$ cat src/rtl/mul_pkg.sv
`default_nettype none
// ============================================================================
//  Module      : mul_pkg
//  Description : Shared types and constants for the radix-4 Booth multiplier:
//                FSM state encoding, Booth digit type and the 3-bit recoding
//                triples.
//  Revision    : 1.0 - initial release
// ============================================================================
package mul_pkg;

  // Sequencer states
  typedef enum logic [1:0] {
    ST_IDLE = 2'd0,
    ST_RUN  = 2'd1,
    ST_DONE = 2'd2
  } mul_state_t;

  // Booth digit: magnitude select (zero / 1x / 2x) plus negate flag
  typedef struct packed {
    logic zero;
    logic two;
    logic neg;
  } booth_digit_t;

  // Recoding triples {q[2i+1], q[2i], q[2i-1]}
  localparam logic [2:0] TRIPLE_Z0  = 3'b000;  // digit  0
  localparam logic [2:0] TRIPLE_P1A = 3'b001;  // digit +1
  localparam logic [2:0] TRIPLE_P1B = 3'b010;  // digit +1
  localparam logic [2:0] TRIPLE_P2  = 3'b011;  // digit +2
  localparam logic [2:0] TRIPLE_M2  = 3'b100;  // digit -2
  localparam logic [2:0] TRIPLE_M1A = 3'b101;  // digit -1
  localparam logic [2:0] TRIPLE_M1B = 3'b110;  // digit -1
  localparam logic [2:0] TRIPLE_Z1  = 3'b111;  // digit  0

endpackage
`default_nettype wire

$ cat src/rtl/booth_multiplier_if.sv
`default_nettype none
// ============================================================================
//  Module      : booth_multiplier_if
//  Description : start/busy/done handshake plus operand and result buses
//                between the ALU control unit and the Booth multiplier.
//  Revision    : 1.0 - initial release
// ============================================================================
interface booth_multiplier_if #(
  parameter int WIDTH = 32
);
  logic                 start;
  logic [WIDTH-1:0]     multiplicand;
  logic [WIDTH-1:0]     multiplier;
  logic                 busy;
  logic                 done;
  logic [2*WIDTH-1:0]   result;

  // Requester side (ALU control unit)
  modport master (
    output start, multiplicand, multiplier,
    input  busy, done, result
  );

  // Multiplier side
  modport slave (
    input  start, multiplicand, multiplier,
    output busy, done, result
  );
endinterface
`default_nettype wire

$ cat src/rtl/booth_recoder.sv
`default_nettype none
// ============================================================================
//  Module      : booth_recoder
//  Description : Combinational radix-4 Booth recoder. Maps a 3-bit multiplier
//                triple to a signed digit in {-2,-1,0,+1,+2}, expressed as
//                {zero, two, neg}.
//  Revision    : 1.0 - initial release
// ============================================================================
module booth_recoder
  import mul_pkg::*;
(
  input  wire logic [2:0]   triple_i,
  output booth_digit_t      digit_o
);

  // Table lookup of the Booth digit for the current bit-pair
  always_comb begin
    digit_o = '{zero: 1'b1, two: 1'b0, neg: 1'b0};
    case (triple_i)
      TRIPLE_Z0, TRIPLE_Z1:   digit_o = '{zero: 1'b1, two: 1'b0, neg: 1'b0};
      TRIPLE_P1A, TRIPLE_P1B: digit_o = '{zero: 1'b0, two: 1'b0, neg: 1'b0};
      TRIPLE_P2:              digit_o = '{zero: 1'b0, two: 1'b1, neg: 1'b0};
      TRIPLE_M2:              digit_o = '{zero: 1'b0, two: 1'b1, neg: 1'b1};
      TRIPLE_M1A, TRIPLE_M1B: digit_o = '{zero: 1'b0, two: 1'b0, neg: 1'b1};
      default:                digit_o = '{zero: 1'b1, two: 1'b0, neg: 1'b0};
    endcase
  end

endmodule
`default_nettype wire

$ cat src/rtl/booth_multiplier.sv
`default_nettype none
// ============================================================================
//  Module      : booth_multiplier
//  Description : Sequential signed radix-4 Booth multiplier. One bit-pair is
//                retired per clock; a WIDTH-bit multiply takes WIDTH/2
//                iterations followed by a one-cycle DONE state.
//                WIDTH must be even and >= 4.
//  Revision    : 1.0 - initial release
// ============================================================================
module booth_multiplier
  import mul_pkg::*;
#(
  parameter int WIDTH = 32
)(
  input  wire logic         clk,
  input  wire logic         reset,
  booth_multiplier_if.slave bus
);

  localparam int PW = 2 * WIDTH;
  localparam int CW = (WIDTH / 2 > 1) ? $clog2(WIDTH / 2) : 1;
  localparam logic [CW-1:0] LAST_ITER = CW'(WIDTH / 2 - 1);

  mul_state_t      state_q, state_d;
  logic [CW-1:0]   count_q, count_d;
  // Multiplicand, sign-extended to full product width and pre-shifted by 2i
  logic [PW-1:0]   m_q, m_d;
  // Multiplier with q[-1] appended at bit 0; shifted right two bits per step
  // so the current triple always sits in bits [2:0]
  logic [WIDTH:0]  q_q, q_d;
  logic [PW-1:0]   acc_q, acc_d;
  logic [PW-1:0]   result_q, result_d;

  booth_digit_t    digit;
  logic [PW-1:0]   pp_mag;
  logic [PW-1:0]   pp;
  logic [PW-1:0]   acc_sum;

  booth_recoder u_recoder (
    .triple_i (q_q[2:0]),
    .digit_o  (digit)
  );

  // Partial product d*M*4^i; 2x and negation are taken on the full-width
  // sign-extended M, so the most negative operand cannot overflow
  always_comb begin
    pp_mag  = digit.zero ? '0 : (digit.two ? {m_q[PW-2:0], 1'b0} : m_q);
    pp      = digit.neg ? (-pp_mag) : pp_mag;
    acc_sum = acc_q + pp;
  end

  // State and datapath registers
  always_ff @(posedge clk) begin
    if (reset) begin
      state_q  <= ST_IDLE;
      count_q  <= '0;
      m_q      <= '0;
      q_q      <= '0;
      acc_q    <= '0;
      result_q <= '0;
    end else begin
      state_q  <= state_d;
      count_q  <= count_d;
      m_q      <= m_d;
      q_q      <= q_d;
      acc_q    <= acc_d;
      result_q <= result_d;
    end
  end

  // Next-state and datapath update
  always_comb begin
    state_d  = state_q;
    count_d  = count_q;
    m_d      = m_q;
    q_d      = q_q;
    acc_d    = acc_q;
    result_d = result_q;
    case (state_q)
      ST_IDLE: begin
        if (bus.start) begin
          m_d     = {{WIDTH{bus.multiplicand[WIDTH-1]}}, bus.multiplicand};
          q_d     = {bus.multiplier, 1'b0};
          acc_d   = '0;
          count_d = '0;
          state_d = ST_RUN;
        end
      end
      ST_RUN: begin
        acc_d   = acc_sum;
        m_d     = {m_q[PW-3:0], 2'b00};
        q_d     = {2'b00, q_q[WIDTH:2]};
        count_d = count_q + 1'b1;
        if (count_q == LAST_ITER) begin
          result_d = acc_sum;
          count_d  = '0;
          state_d  = ST_DONE;
        end
      end
      ST_DONE: begin
        state_d = ST_IDLE;
      end
      default: begin
        state_d = ST_IDLE;
      end
    endcase
  end

  assign bus.busy   = (state_q != ST_IDLE);
  assign bus.done   = (state_q == ST_DONE);
  assign bus.result = result_q;

endmodule
`default_nettype wire

$ cat src/flat_wrapper.sv
// flat-port wrapper written by rule: the top's interface ports become plain ports
module booth_multiplier_flat import mul_pkg::*;
#(
  parameter int WIDTH = 32
)
  (clk, reset, bus_start, bus_multiplicand, bus_multiplier, bus_busy, bus_done, bus_result);
  booth_multiplier_if #(.WIDTH(WIDTH)) bus_i ();
  input  wire logic clk;
  input  wire logic reset;
  input wire logic [$bits(bus_i.start)-1:0] bus_start;
  input wire logic [$bits(bus_i.multiplicand)-1:0] bus_multiplicand;
  input wire logic [$bits(bus_i.multiplier)-1:0] bus_multiplier;
  output wire logic [$bits(bus_i.busy)-1:0] bus_busy;
  output wire logic [$bits(bus_i.done)-1:0] bus_done;
  output wire logic [$bits(bus_i.result)-1:0] bus_result;
  assign bus_i.start = bus_start;
  assign bus_i.multiplicand = bus_multiplicand;
  assign bus_i.multiplier = bus_multiplier;
  assign bus_busy = bus_i.busy;
  assign bus_done = bus_i.done;
  assign bus_result = bus_i.result;
  booth_multiplier #(.WIDTH(WIDTH)) u_core (.clk(clk), .reset(reset), .bus(bus_i));
endmodule
$ cat config.mk
export PLATFORM = sky130hd
export DESIGN_NAME = booth_multiplier_flat
export DESIGN_NICKNAME = d
export VERILOG_FILES = /design/src/rtl/mul_pkg.sv /design/src/rtl/booth_multiplier_if.sv /design/src/rtl/booth_recoder.sv /design/src/rtl/booth_multiplier.sv /design/src/flat_wrapper.sv
export SDC_FILE = /design/constraint.sdc
export NUM_CORES = 1
export LEC_CHECK = 0
export ABC_AREA = 1
export BUFFER_PORTS_ARGS = -buffer_cell sky130_fd_sc_hd__buf_2
export CAP_MARGIN = 15
export CORE_MARGIN = 5
export CORE_UTILIZATION = 63
export CTS_BUF_LIST = sky130_fd_sc_hd__clkbuf_4 sky130_fd_sc_hd__clkbuf_8
export CTS_CLUSTER_SIZE = 12
export DETAILED_ROUTE_END_ITERATION = 12
export HOLD_SLACK_MARGIN = 0.05
export MAX_ROUTING_LAYER = met4
export PLACE_DENSITY = 0.81
export SLEW_MARGIN = 20
export SYNTH_ARGS = -nofsm -noshare
export SYNTH_HDL_FRONTEND = slang
export SYNTH_SLANG_ARGS = --single-unit
$ cat constraint.sdc
create_clock -name clk -period 4.15 [get_ports clk]
set_input_delay 0.6225 -clock clk [delete_from_list [all_inputs] [get_ports clk]]
set_output_delay 0.6225 -clock clk [all_outputs]
set_load 0.01 [all_outputs]
# Yosys cells after proc, flatten, opt, wreduce, memory -nomap -nowiden
# Memories as Yosys holds them, arrays and structs flattened. A register that Yosys moved wholly into a read port is not among the register bits.
# Index checks and enable logic that the tools add are counted.
[op_classes]
eq_ne = 5
reduce_logical = 6
addsub = 3
mux = 17
[ops]
columns = ["operator", "count"]
rows = [
  ["2-to-1 mux 64 bit", 5],
  ["case mux 64 bit (2 select lines)", 2],
  ["case mux 33 bit (2 select lines)", 1],
  ["adder 64 bit", 1],
  ["negation 64 bit", 1],
  ["2-to-1 mux 33 bit", 1],
  ["2-to-1 mux 4 bit", 2],
  ["case mux 4 bit (2 select lines)", 1],
  ["2-to-1 mux 3 bit", 2],
  ["AND reduction 2 bit", 3],
  ["adder 4 x 1 -> 4 bit, second input constant", 1],
  ["== test 4 bit, second input constant", 1],
  ["2-to-1 mux 2 bit", 2],
  ["case mux 2 bit (2 select lines)", 1],
  ["nonzero test 2 bit", 2],
  ["== test 2 x 1 -> 1 bit, second input constant", 1],
  ["== test 2 bit, second input constant", 1],
  ["logical NOT 2 bit", 1],
  ["inequality test 2 x 1 -> 1 bit, second input constant", 1],
  ["inequality test 2 bit, second input constant", 1],
]
[word_totals]
out_inout_bits = 66
mem_bits_ro = 24
mem_count = 1
register_bits = 231
inputBits = 67
[mem_list]
columns = ["memory", "depth", "word_bits", "read_ports", "rd_clocked_by_memory_dff", "write_ports", "line_no", "text"]
rows = [
  ["(no name shown)", 8, 3, 1, 1, 0, "booth_recoder.sv:19", "case (triple_i)"],
]

# Logic depth before layout (Yosys ltp)
[logic_depth]
depth_word = 6
ltp_mapped = 33

# By module
# Synthesis repeated with hierarchy kept, for this count alone.
[unflattened]
cells_unflattened = 2660
hier_area_um2 = 16366.9
[modules_own_cells]
columns = ["mod", "cells_per_inst", "n_inst", "seq_area_each_um2", "area_each_um2"]
rows = [
  ["booth_multiplier", 2651, 1, 4624.4, 16326.9],
  ["booth_recoder", 9, 1, 0.0, 40.0],
]

# Least setup slack after synthesis
# OpenSTA, ideal clock, no wires.
[synth_path]
kind = "register -> register"
start = "reg u_core.u_recoder.digit_o[1] (netlist name)"
end = "reg u_core.result_q[61] (netlist: u_core.bus.result[61])"
setup_slack_ns = 0.869
required_time_ns = 4.041
path_buffers = 1
stages_incl_launch_ff = 27
arrival_ns = 3.172
path_cell_list = "dfxtp_1 -> buf_6 -> nor3_1 -> inv_1 -> ha_1 -> inv_1 -> nor2_1 -> nand2_1 -> nor2_1 -> nand2_1 -> nor2_2 -> nor2_2 -> nor2_4 -> nand2_1 -> xnor2_1 -> ha_1 -> inv_1 -> o21bai_1 -> or2_2 -> a21oi_1 -> o21ai_0 -> a21oi_1 -> nand2_1 -> nand2_1 -> nand3_1 -> nand2_1 -> inv_1"
[synth_between]
elab_chain_len = 5
[synth_rtl]
columns = ["element", "line_no", "text"]
rows = [
  ["2-to-1 mux 64 bit (*) (2 in series)", "booth_multiplier.sv:47", "pp_mag = digit.zero ? '0 : (digit.two ? {m_q[PW-2:0], 1'b0} : m_q);"],
  ["negation 64 bit", "booth_multiplier.sv:48", "pp = digit.neg ? (-pp_mag) : pp_mag;"],
  ["2-to-1 mux 64 bit (*)", "booth_multiplier.sv:48", ""],
  ["adder 64 bit (*)", "booth_multiplier.sv:49", "acc_sum = acc_q + pp;"],
  ["end signal, assigned", "booth_multiplier.sv:67", "result_q <= result_d;"],
  ["end, declared", "booth_multiplier.sv:32", "logic [PW-1:0] result_q, result_d;"],
]
# Every way passes the cells marked *; elsewhere a longest branch is shown, timed or not.
# A chain may end at the register's enable or synchronous reset.

# Final worst setup path
[layout_path]
start = "reg u_core.u_recoder.digit_o[1] (netlist name)"
end = "reg u_core.result_q[29] (netlist: u_core.bus.result[29])"
[layout_between]
elab_chain_len = 5
[layout_rtl]
columns = ["element", "line_no"]
rows = [
  ["2-to-1 mux 64 bit (*) (2 in series)", "booth_multiplier.sv:47"],
  ["negation 64 bit", "booth_multiplier.sv:48"],
  ["2-to-1 mux 64 bit (*)", "booth_multiplier.sv:48"],
  ["adder 64 bit (*)", "booth_multiplier.sv:49"],
]
# Marks and branches as above.

==> flow_summary.json <==
{
  "timing.max_cap.violations": 0,
  "first_global_vias": 17400,
  "total_leakage_power_nw": 10.1,
  "drt-initial-drc-count": 2146,
  "synth_top_area_frac": 0.287,
  "finalMaxSlewViolations": 0,
  "rsz_0062_raised_after_global_routing": "true",
  "grt_use_total": 0.380,
  "antenna_found_initial": 1,
  "ctsHtreeMaxLevel": 2,
  "synth_async_sr_flop_share": 0,
  "post_synth_instance_area_mm2": 0.0163,
  "final-setup-viol-count": 0,
  "remaining_drc_errors": 0,
  "antenna_violation_net_count_after_detailed_routing": 0,
  "die-width_um": 171,
  "numCtsBuffers": 39,
  "routed_wl_mm": 56.0,
  "netlist-cell-type-count": 44,
  "area_growth_pct": 21.3,
  "ios": 133,
  "design.final.nets": 3034,
  "finalHoldViolCount": 0,
  "rows": 58,
  "mappedNetlistNets": 2784,
  "worstSkewPairLatency_ns": 0.56,
  "clk_path_buf_depth": 3,
  "yosysWarningCount": 0,
  "setup-tns-final_ns": 0,
  "primary_flip_flop_cell_chosen_by_synthesis_mapping": "sky130_fd_sc_hd__dfxtp_1",
  "syn_inst": 2637,
  "synth-edff-count": 0,
  "timing.critical_path.to_type": "flop",
  "design_area_mm2": 0.0198,
  "powerDensity_mw_per_mm2": 390,
  "routed-via-count": 18700,
  "cp_data_required_time_ns": 4.58,
  "seq_area_frac_synth": 0.287,
  "cts_tree": "done",
  "setup.worst_path.start_class": "flop",
  "die-area_mm2": 0.0292,
  "routability_driven_placement_congestion_ratio": 1.09,
  "yosys-top-cells-area": "sky130_fd_sc_hd__dfxtp_1, sky130_fd_sc_hd__nand2_1, sky130_fd_sc_hd__inv_1, sky130_fd_sc_hd__nor2_1, sky130_fd_sc_hd__ha_1",
  "timing.max_slew.rel_slack": 0.325,
  "tightestPinTransition_ns": 1.01,
  "synth.ff_latch_count": 234,
  "hpwl_mm": 42.2,
  "synth_area_leader_cell": "sky130_fd_sc_hd__dfxtp_1",
  "number_of_buffers_inserted_by_hold_repair_at_cts": 0,
  "result_of_the_run": "complete, no violations",
  "achievable-frequency_mhz": 249,
  "finalNonFillerCells": 3245,
  "wl_per_cell_um": 17.2,
  "grt-ovfl-total": 0,
  "cp_max_fo": 8,
  "synth_area_per_cell_um2": 6.18,
  "arrival_time_of_data_at_the_critical_path_endpoint_ns": 4.45,
  "dp_cells": 3168,
  "worst_ir_drop_vdd_uv": 361,
  "hold_class": "primary input to flop",
  "route.detailed.vias_per_inst": 5.77,
  "clock-skew-final_ns": 0.0358,
  "initial_core_util": 0.643,
  "clock_sinks": 234,
  "ctsRootBufferMaster": "sky130_fd_sc_hd__clkbuf_8",
  "die_h_um": 171,
  "post_route_fraction_of_the_period_consumed_by_the_critical_path": 0.968,
  "port-buffer-count": 132,
  "worstSetupPathType": "flop to flop",
  "first_pass_grt_wire_length_mm": 87.3,
  "core-area_mm2": 0.0253,
  "placed_cell_area_mm2": 0.0182,
  "grt_max_degree": 89,
  "share_of_final_layout_standard_cells_stronger_than_drive_strength_1": 0.182,
  "first_pass_iters": 8,
  "min_period_ns": 4.02,
  "clkSlewWorstSetupHoldPaths_ns": 0.06
}
==> metal layers <==
layer	wire, um	track usage	part of all wire	vias up
met1	23100	0.502	0.41	8478
met4	2760	0.161	0.049	0
li1	-	-	-	9011
met5	0	-	0	-
met3	5550	0.0531	0.099	210
met2	24500	0.588	0.44	1038
==> sequential cells by signal, summed over array words and instances, names as in the netlist <==
name and flops:
u_core.m_q 64, u_core.bus.result 64, u_core.state_q 2, u_core.count_q 4, u_core.u_recoder.digit_o 3, u_core.acc_q 64
u_core.q_q 33
==> power by group <==
part           internal, mW  switching, mW
sequential             2.39          0.105
combinational          1.10           1.82
clock                  1.31          0.978
==> worst paths after layout <==
check | cells past startpoint | startpoint | endpoint | slack [ns]
worst max-delay path | 25 | u_core.u_recoder.digit_o[1] | u_core.bus.result[29] | 0.13
worst min-delay path | 3 | bus_multiplier[30] | u_core.q_q[31] | 0.32
worst max register to register | 25 | u_core.u_recoder.digit_o[1] | u_core.bus.result[29] | 0.13
worst min register to register | 2 | u_core.acc_q[61] | u_core.acc_q[61] | 0.46
==> stage by stage <==
stage / hold slack, ns / worst slack (ns) / total power [mW] / utilization
after floorplan: 0.423 / 0.869 / 4.19 / -
after global placement: 0.441 / -0.246 / 5.05 / 0.719
after detailed placement: 0.447 / -0.321 / 5.11 / 0.719
after CTS: 0.318 / 0.00295 / 7.41 / 0.757
after global routing: 0.332 / -0.178 / 8.08 / 0.780
final: 0.321 / 0.131 / 7.70 / 0.780
==> Yosys cell counts, types with 21 or more instances <==
library cell	instances
sky130_fd_sc_hd__inv_1	341
sky130_fd_sc_hd__o22ai_1	118
sky130_fd_sc_hd__o21ai_0	139
sky130_fd_sc_hd__a21oi_1	134
sky130_fd_sc_hd__nand2_1	759
sky130_fd_sc_hd__nor3_1	23
sky130_fd_sc_hd__a22o_1	21
sky130_fd_sc_hd__nor2_1	329
sky130_fd_sc_hd__ha_1	79
sky130_fd_sc_hd__clkbuf_1	58
sky130_fd_sc_hd__xnor2_1	24
sky130_fd_sc_hd__xor2_1	65
sky130_fd_sc_hd__nand3_1	148
sky130_fd_sc_hd__dfxtp_1	234
==> repair_timing <==
action                                  4_1_cts  5_1_grt
gates resized for setup                      17      147
buffers inserted                              2        5
endpoints found under the setup margin       24       75
pin swaps                                     2       15
cloned                                        0        1
==> cell usage in the layout, fill, tap and decap left out, drive strengths merged <==
master,n
nand2,762
inv,349
nor2,340
buf,304
dfxtp,234
nand3,157
o21ai,155
a21oi,135
o22ai,118
ha,79
xor2,65
clkbuf,56
xnor2,24
nor3,23
a22o,21
nand4,18
o21bai,12
clkinv,9
o211ai,8
nor4,7
o221ai,6
nand3b,4
o21a,4
a21boi,4
o31ai,3
a31oi,3
a21o,3
bufinv,3
a211oi,2
diode,1
and2,1
nor3b,1
or2,1
nand2b,1
fa,1
clkinvlp,1
==> cells by family (layout without fill, tap and decap cells) <==
family                     count (synthesis)  count (layout)  share of synthesized area
adders and majority gates                 80              80                     0.0619
other                                      0               1                          0
DFF                                      234             234                      0.287
AOI/OAI and AO/OA                        474             474                      0.167
xor gates and xnor gates                  89              89                     0.0478
and+or+nand+nor                         1315            1315                      0.327
buffers and inverters                    445             722                      0.108
==> final cells by class <==
| class | count | area, um2 |
|---|---|---|
| Sequential cell | 234 | 4690 |
| Fill cell | 2027 | 5560 |
| Clock buffer | 55 | 719 |
| Timing Repair Buffer | 305 | 2040 |
| Clock inverter | 13 | 149 |
| Inverter | 349 | 1320 |
| Multi-Input combinational cell | 1958 | 10400 |
| Tap cell | 330 | 413 |
| Antenna cell | 1 | 2.50 |
==> worst max-delay path, stage by stage, from the launching register on <==
cell and delay (ns):
sky130_fd_sc_hd__dfxtp_4 0.37, sky130_fd_sc_hd__inv_4 0.10, sky130_fd_sc_hd__buf_4 0.16, sky130_fd_sc_hd__nand2_1 0.06, sky130_fd_sc_hd__nand3_1 0.12, sky130_fd_sc_hd__nand2_1 0.10, sky130_fd_sc_hd__nor2_1 0.11, sky130_fd_sc_hd__nand2_1 0.08
sky130_fd_sc_hd__buf_4 0.15, sky130_fd_sc_hd__nor2_1 0.11, sky130_fd_sc_hd__buf_4 0.16, sky130_fd_sc_hd__nor2_1 0.08, sky130_fd_sc_hd__a21oi_1 0.15, sky130_fd_sc_hd__xor2_1 0.30, sky130_fd_sc_hd__ha_1 0.34, sky130_fd_sc_hd__nand2_1 0.13
sky130_fd_sc_hd__inv_1 0.05, sky130_fd_sc_hd__a21oi_1 0.25, sky130_fd_sc_hd__o21ai_0 0.20, sky130_fd_sc_hd__a21oi_1 0.18, sky130_fd_sc_hd__nand2_1 0.16, sky130_fd_sc_hd__nor2_1 0.16, sky130_fd_sc_hd__o21ai_0 0.11, sky130_fd_sc_hd__buf_4 0.18
sky130_fd_sc_hd__nand2_1 0.05, sky130_fd_sc_hd__inv_1 0.04
(Power assumes the default switching activity.)
